<file path="src/rtl/mmio_pkg.sv">
// Shared constants for the MMIO bus initiator: peripheral addresses, FSM encoding
// and the packed command width.
package mmio_pkg;

    localparam logic [11:0] MMIO_ADDR_BTN = 12'd1000;
    localparam logic [11:0] MMIO_ADDR_TEX = 12'd1001;

    localparam logic [1:0] ST_IDLE  = 2'd0;
    localparam logic [1:0] ST_ISSUE = 2'd1;
    localparam logic [1:0] ST_WAIT  = 2'd2;
    localparam logic [1:0] ST_RESP  = 2'd3;

    typedef enum logic [1:0] {
        IDLE  = ST_IDLE,
        ISSUE = ST_ISSUE,
        WAIT  = ST_WAIT,
        RESP  = ST_RESP
    } state_t;

    localparam int MMIO_ADDR_W = 12;
    localparam int MMIO_DATA_W = 32;
    localparam int MMIO_CMD_W  = MMIO_ADDR_W + MMIO_DATA_W + 1;

    // Packed command layout is {we, addr, wdata}.
    function automatic int cmd_width(input int addr_w, input int data_w);
        return addr_w + data_w + 1;
    endfunction

endpackage

</file>
<file path="src/rtl/mmio_cmd_fifo.sv">
// Synchronous command FIFO; push is ignored when full and pop when empty.
module mmio_cmd_fifo
    import mmio_pkg::*;
#(
    parameter int WIDTH = MMIO_CMD_W,
    parameter int DEPTH = 4
) (
    input  logic             clk,
    input  logic             reset,
    input  logic             push,
    input  logic [WIDTH-1:0] wdata,
    input  logic             pop,
    output logic             full,
    output logic             empty,
    output logic [WIDTH-1:0] head
);

    localparam int PW = (DEPTH > 1) ? $clog2(DEPTH) : 1;

    logic [WIDTH-1:0] mem [DEPTH];
    logic [PW-1:0]    wr_ptr;
    logic [PW-1:0]    rd_ptr;
    logic [PW:0]      count;
    logic             do_push;
    logic             do_pop;

    assign full    = (count == (PW+1)'(DEPTH));
    assign empty   = (count == '0);
    assign do_push = push && !full;
    assign do_pop  = pop && !empty;
    assign head    = mem[rd_ptr];

    // Depth is a power of two, so the pointers wrap naturally.
    always_ff @(posedge clk) begin
        if (reset) begin
            wr_ptr <= '0;
            rd_ptr <= '0;
            count  <= '0;
        end else begin
            if (do_push) wr_ptr <= wr_ptr + 1'b1;
            if (do_pop)  rd_ptr <= rd_ptr + 1'b1;
            case ({do_push, do_pop})
                2'b10:   count <= count + 1'b1;
                2'b01:   count <= count - 1'b1;
                default: count <= count;
            endcase
        end
    end

    always_ff @(posedge clk) begin
        if (do_push) mem[wr_ptr] <= wdata;
    end

endmodule

</file>
<file path="src/rtl/mmio_bus_initiator.sv">
// MMIO bus master: queues read/write commands, runs each one on the bus and
// returns one in-order response per command.
module mmio_bus_initiator
    import mmio_pkg::*;
#(
    parameter int ADDR_W       = 12,
    parameter int DATA_W       = 32,
    parameter int FIFO_DEPTH   = 4,
    parameter int READ_LATENCY = 1
) (
    input  logic              clk,
    input  logic              reset,
    input  logic              cmd_valid,
    output logic              cmd_ready,
    input  logic              cmd_we,
    input  logic [ADDR_W-1:0] cmd_addr,
    input  logic [DATA_W-1:0] cmd_wdata,
    output logic              rsp_valid,
    input  logic              rsp_ready,
    output logic              rsp_we,
    output logic [DATA_W-1:0] rsp_rdata,
    output logic [ADDR_W-1:0] bus_addr,
    output logic              bus_mwe,
    output logic [DATA_W-1:0] bus_data,
    input  logic [DATA_W-1:0] bus_rdata,
    output logic              busy
);

    localparam int         CMD_W    = cmd_width(ADDR_W, DATA_W);
    localparam logic [2:0] CNT_INIT = (READ_LATENCY > 0) ? 3'(READ_LATENCY - 1) : 3'd0;

    state_t            state;
    state_t            state_next;
    logic              fifo_full;
    logic              fifo_empty;
    logic              push;
    logic              pop;
    logic              capture_rdata;
    logic [CMD_W-1:0]  head;
    logic              head_we;
    logic [ADDR_W-1:0] head_addr;
    logic [DATA_W-1:0] head_wdata;

    logic              cmd_we_q;
    logic [ADDR_W-1:0] cmd_addr_q;
    logic [DATA_W-1:0] cmd_wdata_q;
    logic              mwe_q;
    logic [2:0]        cnt;
    logic              rsp_we_q;
    logic [DATA_W-1:0] rsp_rdata_q;

    assign cmd_ready = !fifo_full;
    assign push      = cmd_valid && !fifo_full;

    mmio_cmd_fifo #(
        .WIDTH (CMD_W),
        .DEPTH (FIFO_DEPTH)
    ) u_fifo (
        .clk   (clk),
        .reset (reset),
        .push  (push),
        .wdata ({cmd_we, cmd_addr, cmd_wdata}),
        .pop   (pop),
        .full  (fifo_full),
        .empty (fifo_empty),
        .head  (head)
    );

    assign {head_we, head_addr, head_wdata} = head;

    always_comb begin
        state_next    = state;
        pop           = 1'b0;
        capture_rdata = 1'b0;
        unique case (state)
            IDLE: begin
                if (!fifo_empty) begin
                    pop        = 1'b1;
                    state_next = ISSUE;
                end
            end
            ISSUE: begin
                if (cmd_we_q || READ_LATENCY == 0) begin
                    capture_rdata = !cmd_we_q;
                    state_next    = RESP;
                end else begin
                    state_next = WAIT;
                end
            end
            WAIT: begin
                if (cnt == 3'd0) begin
                    capture_rdata = 1'b1;
                    state_next    = RESP;
                end
            end
            RESP: begin
                // Popping straight into ISSUE keeps back-to-back commands at two cycles.
                if (rsp_ready) begin
                    if (!fifo_empty) begin
                        pop        = 1'b1;
                        state_next = ISSUE;
                    end else begin
                        state_next = IDLE;
                    end
                end
            end
            default: state_next = IDLE;
        endcase
    end

    always_ff @(posedge clk) begin
        if (reset) begin
            state       <= IDLE;
            cmd_we_q    <= 1'b0;
            cmd_addr_q  <= '0;
            cmd_wdata_q <= '0;
            mwe_q       <= 1'b0;
            cnt         <= 3'd0;
            rsp_we_q    <= 1'b0;
            rsp_rdata_q <= '0;
        end else begin
            state <= state_next;
            // Write strobe is only ever high in the ISSUE cycle that follows a pop.
            mwe_q <= pop && head_we;
            if (pop) begin
                cmd_we_q    <= head_we;
                cmd_addr_q  <= head_addr;
                cmd_wdata_q <= head_wdata;
            end else if (state_next == IDLE) begin
                cmd_we_q    <= 1'b0;
                cmd_addr_q  <= '0;
                cmd_wdata_q <= '0;
            end
            if (state == ISSUE) begin
                cnt <= CNT_INIT;
            end else if (state == WAIT && cnt != 3'd0) begin
                cnt <= cnt - 1'b1;
            end
            if (state == ISSUE && cmd_we_q) begin
                rsp_we_q    <= 1'b1;
                rsp_rdata_q <= cmd_wdata_q;
            end else if (capture_rdata) begin
                rsp_we_q    <= 1'b0;
                rsp_rdata_q <= bus_rdata;
            end
        end
    end

    assign bus_addr  = cmd_addr_q;
    assign bus_data  = cmd_wdata_q;
    assign bus_mwe   = mwe_q;
    assign rsp_valid = (state == RESP);
    assign rsp_we    = rsp_we_q;
    assign rsp_rdata = rsp_rdata_q;
    assign busy      = (state != IDLE) || !fifo_empty;

endmodule

</file>
<file path="config.mk">
export PLATFORM = sky130hd
export DESIGN_NAME = mmio_bus_initiator
export DESIGN_NICKNAME = d
export VERILOG_FILES = /design/src/rtl/mmio_pkg.sv /design/src/rtl/mmio_cmd_fifo.sv /design/src/rtl/mmio_bus_initiator.sv
export SDC_FILE = /design/constraint.sdc
export NUM_CORES = 1
export LEC_CHECK = 0
export ABC_CLOCK_PERIOD_IN_PS = 2900
export BUFFER_PORTS_ARGS = -buffer_cell sky130_fd_sc_hd__buf_4
export CAP_MARGIN = 5
export CORE_MARGIN = 4
export CORE_UTILIZATION = 30
export CTS_BUF_LIST = sky130_fd_sc_hd__clkbuf_4 sky130_fd_sc_hd__clkbuf_8 sky130_fd_sc_hd__clkbuf_16
export DETAILED_ROUTE_END_ITERATION = 16
export PLACE_DENSITY = 0.56
export SYNTH_ARGS = -nofsm -noshare
export SYNTH_HDL_FRONTEND = slang
export SYNTH_SLANG_ARGS = --single-unit
</file>
<file path="constraint.sdc">
create_clock -name clk -period 2.9 [get_ports clk]
set_input_delay 0.29 -clock clk [delete_from_list [all_inputs] [get_ports clk]]
set_output_delay 0.29 -clock clk [all_outputs]
set_load 0.03 [all_outputs]
</file>
==> qor.yml <==
path_max_fanout: 5
ys_ff_latch: 273
cts_hold_buffers: 50
leakagePower_uw: 0.004822
hpwl_mm: 15.42
p_per_area_mw_per_mm2: 956.5
rr_startpoint: "state[0]"
final_cell_mix: "edfxtp_1, buf_4, dfxtp_1, dlygate4sd3_1, mux4_2"
start_util_pct: 30.76
routedWlPerCell_um: 18.98
synth_flop_cell: "edfxtp_1"
grt_overflow: 0
cts_setup_buffers: 0
grt_max_degree: 65
grt_pass1_wl_mm: 37.18
ys_seq_area_share_pct: 71.89
synth_area_sq_mm: 0.01011
synth.largest_area_cell: "edfxtp_1"
reg2reg_depth: 9
clkPwrFrac_pct: 28.7
clk_latency_ns: 0.55
crit_family: "adder cells"
grt_use_total_pct: 13.14
hold_depth: 3
swShare_pct: 32.39
yosysWarnings: 0
place_congestion: 0.7088
detail-route-antenna-nets: 0
pwr-share-seq_pct: 42.0
firstDrtPassIters: 4
worst-path-buf-inv: 1
cp_slowest_stage_delay_ns: 0.44
cap_viol_max_count: 0
drive_gt1_share_pct: 33.29
arrival_ns: 2.96
slew_headroom_pct: 51.25
antenna_found_initial: 2
fin_tns_setup_ns: 0
die_h_um: 191.6
finalCritPeriodShare_pct: 86.36
path_clk_slew_ns: 0.06
synth_fp_nets: 703
timing.rr.end: "u_fifo.count[2]"
r2r_slack_ns: 0.40
synth_edf_count: 180
start_kind: "register"
clock_path_buffers: 3
setup_violations: 0
fin_worst_skew_ns: 0.01573
cts_tree: "yes"
avgSynthCellArea_sq_um: 16.60
cts_buffers: 29
grt_pass1_vias: 6260
fin_area_sq_mm: 0.01336
synth_top_area_share_pct: 53.47
p_comb_share_pct: 29.3
num_rows: 66
cts_root_buffer: "clkbuf_16"
yosysUniqueCellTypes: 36
postPlaceCellArea_sq_mm: 0.01189
min_to: "rsp_rdata[19]"
synth_area_leaders: "edfxtp_1, dfxtp_1, mux4_2"
hold_class: "primary input to register"
totalWireLength_mm: 24.55
ctsResizeCount: 0
vdd_drop_max_v: 0.0006977
cp.required_ns: 3.36
synthCells: 609
htree_levels: 1
core_sq_mm: 0.03287
areaGrowthSynthToFinish_pct: 32.16
final_nets: 921
die-area_sq_mm: 0.03670
drcViolationCount: 0
hp-start: "bus_rdata[19]"
drv_slew: 0
rsz0062_at_grt: "false"
vias_per_cell: 4.616
switchingPower_uw: 4139
cts_sinks: 273
endpoint_kind: "register"
final.fill_count: 3080
intPower_uw: 8639
timing.hold.ws_ns: 0.03122
slowest_stage: "fa_1"
final_common_cell: "edfxtp_1"
run_status: "completed"
fmax_ghz: 0.3993
tightestPinTransition_ns: 0.7313
ys_async_sr_fraction_pct: 0
die_w_um: 191.6
cp_cell_sequence: "inv_1, ha_1, a21oi_1, nor3_1, ha_1, fa_1, xnor2_1, or3_1, a21oi_1"
num_io_pins: 162
min_period_ns: 2.505
port_buffers: 161
hold_viol: 0
vias: 5973
detail_route.iter0.violations: 323
power.total_uw: 12780
critPathKind: "register to register"
[worst reg2reg max path: stages (launching register included)]
cell and delay (ns):
dfxtp_1 0.42, inv_1 0.11, ha_1 0.22, a21oi_1 0.26
nor3_1 0.12, ha_1 0.26, fa_1 0.44, xnor2_1 0.14
or3_1 0.31, a21oi_1 0.15
[final cells by class]
type	instances	area [sq um]	area share [%]
inverter	8	30.03	0.2248
clock inverter	16	148.9	1.115
timing repair buffer	228	1887	14.12
clock buffer	38	818.3	6.125
tap	442	553.0	4.140
sequential	273	7273	54.44
multi-input combinational	287	2644	19.79
antenna	2	5.005	0.03746
[stage by stage]
step | utilization (%) | setup slack [ns] | std cells
after global routing | 40.65 | 0.2114 | 1294
after detailed placement | 36.17 | 0.4011 | 1188
final | 40.65 | 0.3955 | 1294
after global placement | 36.17 | 0.4388 | 1188
after CTS | 40.63 | 0.3935 | 1292
after floorplan | - | 0.4556 | 609
[cells in the mapped netlist, types with 6 or more instances]
cell type / count
a21oi_1: 6
a22o_1: 44
a311oi_1: 32
buf_1: 8
clkbuf_1: 25
dfxtp_1: 93
edfxtp_1: 180
ha_1: 12
inv_1: 8
mux4_2: 45
nand2_1: 42
nand3_1: 32
nor2_1: 41
[worst max-delay path by stage]
stage          startpoint              end  slack (ns)  cells past startpoint
3_5_place_dp     state[0]  u_fifo.count[2]        0.40                      9
2_1_floorplan    state[0]  u_fifo.count[2]        0.46                      8
6_report         state[0]  u_fifo.count[2]        0.40                      9
5_1_grt          state[0]  u_fifo.count[2]        0.21                      9
4_1_cts          state[0]  u_fifo.count[2]        0.39                      9
3_3_place_gp     state[0]  u_fifo.count[2]        0.44                      9
[power groups by stage]
stage	Combinational, uW	Clock [uW]	Sequential [uW]
finish	3740	3670	5360
global route	4040	3970	5460
CTS	3830	3790	5380
detailed placement	3760	0	5450
global placement	3730	0	5450
floorplan	1770	0	5980
[kinds of logic (layout without fill, tap and decap cells)]
| group | Yosys count | after routing | synth area share, % |
|---|---|---|---|
| flip-flops | 273 | 273 | 71.89 |
| AND/OR/NAND/NOR | 131 | 131 | 5.793 |
| AO/OA/AOI/OAI | 91 | 91 | 7.823 |
| buffers and inverters | 49 | 290 | 2.166 |
| multiplexers | 46 | 46 | 10.12 |
| adder cells (fa/ha/maj) | 13 | 13 | 1.683 |
| XOR/XNOR | 6 | 6 | 0.5199 |
| other | 0 | 2 | 0 |
[registers in the layout, indices dropped and copies added, names as in the netlist, named ones only]
register and cells:
bus_mwe 1, bus_data 32, u_fifo.mem 180, bus_addr 12, u_fifo.rd_ptr 2, u_fifo.count 3, cmd_we_q 1, u_fifo.wr_ptr 2
cnt 3, state 2, rsp_rdata 32, rsp_we 1
[routing by layer]
metal / vias to the layer above / global-route usage, % / share of wire (%)
met3: 37 / 2.922 / 6.5
met5: - / 0 / 0
met4: 0 / 2.818 / 1.6
met2: 179 / 21.87 / 47
li1: 2845 / - / -
met1: 2912 / 17.76 / 45
(Power assumes the default switching activity.)
